--- src/rtl/pipe_stage_reg.sv ---
`default_nettype none
// ============================================================================
//  Module      : pipe_stage_reg
//  Description : Parametrised inter-stage pipeline register with valid/ready
//                handshake, optional two-entry skid buffer, flush-to-bubble
//                (ctrl and rd zeroed, data kept) and a saturating flush
//                counter. All state updates on the falling clock edge.
//  Revision    : 1.0 - initial release
// ============================================================================
module pipe_stage_reg #(
    parameter int unsigned CTRL_W = 12,
    parameter int unsigned DATA_W = 160,
    parameter int unsigned RD_W   = 5,
    parameter int unsigned SKID   = 1,
    parameter int unsigned CNT_W  = 16
) (
    input  logic              clk,
    input  logic              rst_n,
    input  logic              in_valid,
    output logic              in_ready,
    input  logic [CTRL_W-1:0] in_ctrl,
    input  logic [DATA_W-1:0] in_data,
    input  logic [RD_W-1:0]   in_rd,
    input  logic              stall,
    input  logic              flush,
    output logic              out_valid,
    input  logic              out_ready,
    output logic [CTRL_W-1:0] out_ctrl,
    output logic [DATA_W-1:0] out_data,
    output logic [RD_W-1:0]   out_rd,
    output logic [CNT_W-1:0]  flush_count
);

    localparam logic [CNT_W-1:0] C_CNT_MAX = {CNT_W{1'b1}};

    // Main entry: drives the outputs directly.
    logic              r_main_valid;
    logic [CTRL_W-1:0] r_main_ctrl;
    logic [DATA_W-1:0] r_main_data;
    logic [RD_W-1:0]   r_main_rd;

    // Skid entry: holds a beat accepted while main is blocked downstream.
    logic              r_skid_valid;
    logic [CTRL_W-1:0] r_skid_ctrl;
    logic [DATA_W-1:0] r_skid_data;
    logic [RD_W-1:0]   r_skid_rd;

    logic [CNT_W-1:0]  r_flush_count;

    logic w_room;
    logic w_in_ready;
    logic w_accept;
    logic w_drain;

    // Acceptance: never while in reset, flushing or stalled.
    assign w_in_ready = rst_n && !flush && !stall && w_room;
    assign w_accept   = in_valid && w_in_ready;
    assign w_drain    = r_main_valid && out_ready;

    generate
        if (SKID != 0) begin : g_skid
            // With a skid entry, room only depends on the skid being empty,
            // so in_ready is independent of out_ready.
            assign w_room = !r_skid_valid;

            // Skid entry: filled on accept while main is blocked, emptied
            // when main takes it over; flush kills it (data retained).
            always_ff @(negedge clk or negedge rst_n) begin
                if (!rst_n) begin
                    r_skid_valid <= 1'b0;
                    r_skid_ctrl  <= '0;
                    r_skid_data  <= '0;
                    r_skid_rd    <= '0;
                end else if (flush) begin
                    r_skid_valid <= 1'b0;
                    r_skid_ctrl  <= '0;
                    r_skid_rd    <= '0;
                end else if (w_drain && r_skid_valid) begin
                    r_skid_valid <= 1'b0;
                    r_skid_ctrl  <= '0;
                    r_skid_rd    <= '0;
                end else if (w_accept && r_main_valid && !w_drain) begin
                    r_skid_valid <= 1'b1;
                    r_skid_ctrl  <= in_ctrl;
                    r_skid_data  <= in_data;
                    r_skid_rd    <= in_rd;
                end
            end
        end else begin : g_no_skid
            // Single register: accept only if main is empty or draining.
            assign w_room       = !r_main_valid || out_ready;
            assign r_skid_valid = 1'b0;
            assign r_skid_ctrl  = '0;
            assign r_skid_data  = '0;
            assign r_skid_rd    = '0;
        end
    endgenerate

    // Main entry: skid refill has priority over a new input so order holds;
    // an invalid main entry always presents ctrl=0 and rd=0.
    always_ff @(negedge clk or negedge rst_n) begin
        if (!rst_n) begin
            r_main_valid <= 1'b0;
            r_main_ctrl  <= '0;
            r_main_data  <= '0;
            r_main_rd    <= '0;
        end else if (flush) begin
            r_main_valid <= 1'b0;
            r_main_ctrl  <= '0;
            r_main_rd    <= '0;
        end else if (w_drain && r_skid_valid) begin
            r_main_valid <= 1'b1;
            r_main_ctrl  <= r_skid_ctrl;
            r_main_data  <= r_skid_data;
            r_main_rd    <= r_skid_rd;
        end else if (w_accept && (!r_main_valid || w_drain)) begin
            r_main_valid <= 1'b1;
            r_main_ctrl  <= in_ctrl;
            r_main_data  <= in_data;
            r_main_rd    <= in_rd;
        end else if (w_drain) begin
            r_main_valid <= 1'b0;
            r_main_ctrl  <= '0;
            r_main_rd    <= '0;
        end
    end

    // Flush cycle counter, saturating at all-ones.
    always_ff @(negedge clk or negedge rst_n) begin
        if (!rst_n) begin
            r_flush_count <= '0;
        end else if (flush && (r_flush_count != C_CNT_MAX)) begin
            r_flush_count <= r_flush_count + 1'b1;
        end
    end

    assign in_ready    = w_in_ready;
    assign out_valid   = r_main_valid;
    assign out_ctrl    = r_main_ctrl;
    assign out_data    = r_main_data;
    assign out_rd      = r_main_rd;
    assign flush_count = r_flush_count;

endmodule
`default_nettype wire

--- config.mk ---
export PLATFORM = sky130hd
export DESIGN_NAME = pipe_stage_reg
export DESIGN_NICKNAME = d
export VERILOG_FILES = /design/src/rtl/pipe_stage_reg.sv
export SDC_FILE = /design/constraint.sdc
export NUM_CORES = 1
export LEC_CHECK = 0
export CORE_ASPECT_RATIO = 1.1
export CORE_UTILIZATION = 30
export DETAILED_ROUTE_END_ITERATION = 10
export MAX_ROUTING_LAYER = met4
export PLACE_DENSITY = 0.64
export REMOVE_ABC_BUFFERS = 1
export SYNTH_ARGS = -nofsm -noshare
export SYNTH_HDL_FRONTEND = slang
export SYNTH_SLANG_ARGS = --single-unit
--- constraint.sdc ---
create_clock -name clk -period 3.1 [get_ports clk]
set_clock_uncertainty 0.15 [all_clocks]
set_input_delay 0.62 -clock clk [delete_from_list [all_inputs] [get_ports clk]]
set_output_delay 0.62 -clock clk [all_outputs]
set_load 0.005 [all_outputs]
* Word-level counts from Yosys, hierarchy flattened
Cells that the tools add are included.
** Word-level totals
- Register bits after elaboration :: 372
- Input port bits :: 183
- Output and inout port bits :: 195
- Word-level logic and storage cells :: 57
** Operators by class
- Add/subtract/negate cells :: 1
- Eq/ne operators :: 1
- Mux-type cells :: 23
- Bitwise logic cells :: 2
- Reduce and logical (&&, ||, !) cells :: 21
** Operators by type and width (number)
- two-way mux 160 bit :: 2
- two-way mux 12 bit :: 7
- two-way mux 5 bit :: 7
- adder 16 x 1 -> 16 bit, second input constant :: 1
- inequality test 16 bit, second input constant :: 1
- logical AND 1 bit :: 10
- two-way mux 1 bit :: 7
- zero test 1 bit :: 5
- nonzero test 4 bit :: 1
- AND reduction 3 bit :: 1
- nonzero test 3 bit :: 1
- NOT 1 bit :: 2
- AND reduction 2 bit :: 1
- nonzero test 2 bit :: 1
- logical OR 1 bit :: 1

* Longest topological paths before layout
- Word-level depth :: 10
- Gate-level depth with buffers :: 9
- Depth with buffers taken out :: 5

==> metrics.md <==
| Metric | Value |
|---|---|
| Deepest level of the CTS H-tree | `2` |
| Synthesized area | `16400 um2` |
| Mean cell area of the mapped netlist | `15.7 um2` |
| PwrDens | `572 nW/um2` |
| Setup slack, reg-to-reg | `0.33 ns` |
| Clock-pin slew on the worst setup and hold paths | `0.05 ns` |
| Unrepaired setup endpoints after global routing | `yes` |
| Detailed-route DRC error count | `0` |
| Worst-Margin Slew | `0.961 ns` |
| I/O pins | `378` |
| Final HPWL DP | `27.9 mm` |
| Sequential standard cell area | `9310 um2` |
| Failing checks | `setup timing` |
| Mean number of vias per cell | `4.54` |
| Critical path peak fanout | `8` |
| Iteration-0 DRC Markers | `328` |
| Max-slew violation count | `0` |
| Hold wc startpoint | `r_skid_ctrl[9]$_DFFE_NN0P_` |
| CP startpoint kind | `primary input` |
| CTS Root Cell | `sky130_fd_sc_hd__clkbuf_16` |
| Die Wd | `225 um` |
| CTS max path bufs | `3` |
| Worst setup path startpoint | `flush` |
| Detailed-routing iteration count for the pre-antenna-repair pass | `4` |
| Slowest Stage Delay on Critical Path | `0.56 ns` |
| Outcome | `finished, violations left` |
| Count of endpoints failing setup in the final report | `610` |
| Count of nets after finishing | `1781` |
| Number of buffer and inverter stages on the critical path | `7` |
| # placed instances | `2223` |
| PnR worst setup slack | `-0.991 ns` |
| Post-Route WL | `45.6 mm` |
| Layout cells sized above 1 | `47.9%` |
| Largest delay share family, worst path | `buffers and inverters` |
| Worst-case setup slack after placement | `-1.64 ns` |
| Post-detailed-route count of antenna-violating nets | `0` |
| Area enclosed by the die boundary | `55600 um2` |
| Initial core utilization | `30.5%` |
| Standard cell core area | `53800 um2` |
| Area growth, synth to finish | `50.1%` |
| Total vias in the final route | `10698` |
| Global-route congestion overflow total | `0` |
| Cell variety after synth | `34` |
| Antenna violations before repair | `1` |
| Total count of hold-check failures in the final report | `0` |
| Standby leakage power | `0.0116 uW` |
| Slowest cell on the critical path | `sky130_fd_sc_hd__or4b_4` |
| Synthesized netlist cell count | `1042` |
| Number of warnings reported in the yosys synthesis log | `0` |
| Number of max-capacitance violations reported | `0` |
| Finished Cell Area | `24600 um2` |
| Area taken by multi-input logic gates | `6760 um2` |
| Cell Chain, Critical Path | `buf_6, or4b_4, inv_4, buf_4, buf_6, nand2_4, a221o_4, buf_12, buf_12, buf_16, mux2_4` |
| Global-route wire length before repair | `68.3 mm` |
| Final weighted congestion in routability-driven placement | `0.773` |
| Total number of placement rows | `89` |
| Later-pin clock latency in the skew report | `0.55 ns` |
| Beginning of the worst register-to-register path | `r_skid_valid$_DFFE_NN0P_` |
| Flip-flop and latch count after synthesis | `372` |
| Total of fill cells in the finished design | `4776` |
| Die Y | `247 um` |
| Endpoint class of the critical path | `flip-flop` |
| Wire length per cell | `19.4 um` |
| Number of global-route vias before repair | `11846` |
| Cts bufs inserted | `43` |
| Maximum number of pins on one net before global-route repair | `162` |
| Global routing usage summed across all routing layers | `16.4%` |
| VDD IR max | `385 uV` |
| Sequential fraction of the synthesis area | `56.7%` |
| Worst slew margin | `35.9%` |
| Filler-free cell count of the finished design | `2356` |
| Area after detailed placement | `22100 um2` |
| Data arrival, critical path | `2.78 ns` |
| Min-Delay Path Class | `reg2reg` |
| Critical path class | `in2reg` |
| Data required time of the critical path | `1.79 ns` |
| CTS tree | `yes` |
| Clk sinks | `372` |
| PortBufs | `377` |
kinds of logic (layout without fill, tap and decap cells):
kind of cell    after synthesis  after routing  share of synthesized area, %
mux                         498            498                          36.3
compound gates               45             45                          2.23
flops                       372            372                          56.7
xor+xnor                     12             12                         0.640
fa+ha+maj                     1              1                        0.0762
buf+inv                      66            651                          2.35
other cells                   0              1                             0
simple gates                 48             48                          1.65
state kept, by name (all words and copies together) (netlist names):
name          cells
out_data        160
r_skid_valid      1
out_ctrl         12
flush_count      16
r_skid_data     160
r_skid_rd         5
r_skid_ctrl      12
out_rd            5
out_valid         1
worst paths after layout:
| path | endpoint | cells after the start |
|---|---|---|
| setup / recovery | out_data[77]$_DFFE_NN0P_ | 11 |
| hold / removal | r_skid_ctrl[9]$_DFFE_NN0P_ | 1 |
| setup reg to reg | out_data[77]$_DFFE_NN0P_ | 10 |
| hold reg to reg | r_skid_ctrl[9]$_DFFE_NN0P_ | 1 |
| max in group asynchronous | r_skid_data[93]$_DFFE_NN0P_ | 4 |
| min in group asynchronous | flush_count[4]$_DFFE_NN0P_ | 2 |
cell usage in the layout (no fill, tap or decap), types with 2 or more instances in the layout:
cell type | netlist | final
sky130_fd_sc_hd__mux2_2 | 381 | 380
sky130_fd_sc_hd__dfrtn_1 | 372 | 372
sky130_fd_sc_hd__clkdlybuf4s50_1 | 0 | 344
sky130_fd_sc_hd__buf_4 | 0 | 116
sky130_fd_sc_hd__mux2_4 | 100 | 101
sky130_fd_sc_hd__clkbuf_16 | 0 | 50
sky130_fd_sc_hd__buf_12 | 0 | 45
sky130_fd_sc_hd__buf_6 | 14 | 29
sky130_fd_sc_hd__a22o_1 | 17 | 17
sky130_fd_sc_hd__mux2i_1 | 17 | 17
sky130_fd_sc_hd__o2bb2ai_1 | 17 | 17
sky130_fd_sc_hd__buf_2 | 26 | 14
sky130_fd_sc_hd__buf_16 | 0 | 12
sky130_fd_sc_hd__clkbuf_1 | 15 | 11
sky130_fd_sc_hd__nand2_1 | 11 | 10
sky130_fd_sc_hd__nand4_1 | 8 | 8
sky130_fd_sc_hd__xnor2_1 | 7 | 7
sky130_fd_sc_hd__clkbuf_8 | 0 | 7
sky130_fd_sc_hd__nor2_1 | 6 | 6
sky130_fd_sc_hd__xor2_1 | 5 | 5
sky130_fd_sc_hd__clkinv_2 | 0 | 5
sky130_fd_sc_hd__a21oi_1 | 4 | 4
sky130_fd_sc_hd__and3_1 | 4 | 4
sky130_fd_sc_hd__nand3_1 | 5 | 4
sky130_fd_sc_hd__bufinv_16 | 0 | 4
sky130_fd_sc_hd__buf_8 | 0 | 4
sky130_fd_sc_hd__nor4b_1 | 3 | 3
sky130_fd_sc_hd__nor3_1 | 3 | 3
sky130_fd_sc_hd__inv_1 | 2 | 2
sky130_fd_sc_hd__nand2b_1 | 2 | 2
sky130_fd_sc_hd__o21a_1 | 2 | 2
sky130_fd_sc_hd__nor4_1 | 2 | 2
sky130_fd_sc_hd__o21ai_0 | 2 | 2
sky130_fd_sc_hd__clkinv_4 | 0 | 2
sky130_fd_sc_hd__bufbuf_16 | 0 | 2
metal layers:
metal	share of wire, %	global-route usage [%]
met5	0	-
met4	3.4	6.16
met3	6.1	4.33
met2	50	27.1
met1	40	18.9
what timing repair did:
item,CTS,global route
gates resized for setup,103,93
pin swaps,4,1
buffers inserted,23,18
hold buffers,0,0
endpoints found under the setup margin,621,610
gates cloned,19,8
worst register-to-register path: stages, from the launching register on:
cell and delay, ns:
sky130_fd_sc_hd__dfrtn_1 0.39, sky130_fd_sc_hd__or4b_4 0.57, sky130_fd_sc_hd__inv_4 0.08, sky130_fd_sc_hd__buf_4 0.10, sky130_fd_sc_hd__buf_6 0.08, sky130_fd_sc_hd__nand2_4 0.04
sky130_fd_sc_hd__a221o_4 0.40, sky130_fd_sc_hd__buf_12 0.18, sky130_fd_sc_hd__buf_12 0.15, sky130_fd_sc_hd__buf_16 0.17, sky130_fd_sc_hd__mux2_4 0.30
cells in the mapped netlist, drive strengths merged:
cell / instances / area [um2]
a21oi: 4 / 20.0
a221o: 1 / 10.0
a22o: 17 / 149
a31oi: 1 / 6.26
and3: 4 / 25.0
and4: 1 / 8.76
buf: 48 / 318
clkbuf: 15 / 56.3
dfrtn: 372 / 9310
ha: 1 / 12.5
inv: 3 / 11.3
mux2: 481 / 5790
mux2i: 17 / 170
nand2: 11 / 41.3
nand2b: 2 / 12.5
nand3: 5 / 25.0
nand4: 8 / 50.1
nor2: 6 / 22.5
nor3: 4 / 25.0
nor4: 2 / 12.5
nor4b: 3 / 26.3
o21a: 2 / 15.0
o21ai: 2 / 10.0
o2bb2ai: 17 / 149
o31ai: 1 / 7.51
or4: 1 / 7.51
or4b: 1 / 13.8
xnor2: 7 / 61.3
xor2: 5 / 43.8
layout make-up:
| class | count | area share, % |
|---|---|---|
| tap | 728 | 3.70 |
| clock buffer | 63 | 5.13 |
| multi-input combinational | 604 | 27.4 |
| sequential | 372 | 37.8 |
| antenna | 1 | 0.0102 |
| clock inverter | 12 | 0.691 |
| timing repair buffer | 573 | 25.2 |
| inverter | 3 | 0.0559 |
per-stage QoR:
| stage | total power (uW) | utilization, % | hold WS (ns) | TNS [ns] |
|---|---|---|---|---|
| 2_1_floorplan | 6890 | - | 0.276 | -2274.14 |
| 3_3_place_gp | 8870 | 41.1 | 0.285 | -701.92 |
| 3_5_place_dp | 8940 | 41.1 | 0.292 | -716.33 |
| 4_1_cts | 14300 | 45.4 | 0.297 | -431.77 |
| 5_1_grt | 14700 | 45.8 | 0.303 | -453.99 |
| 6_report | 14100 | 45.8 | 0.293 | -413.92 |
where the power goes:
part / switching, uW / internal [uW] / leakage [uW]
registers: 362 / 5550 / 0.00485
clock network: 2050 / 3150 / 0.000702
logic: 903 / 2080 / 0.00607
total: 3320 / 10800 / 0.0116
(Power assumes the default switching activity.)
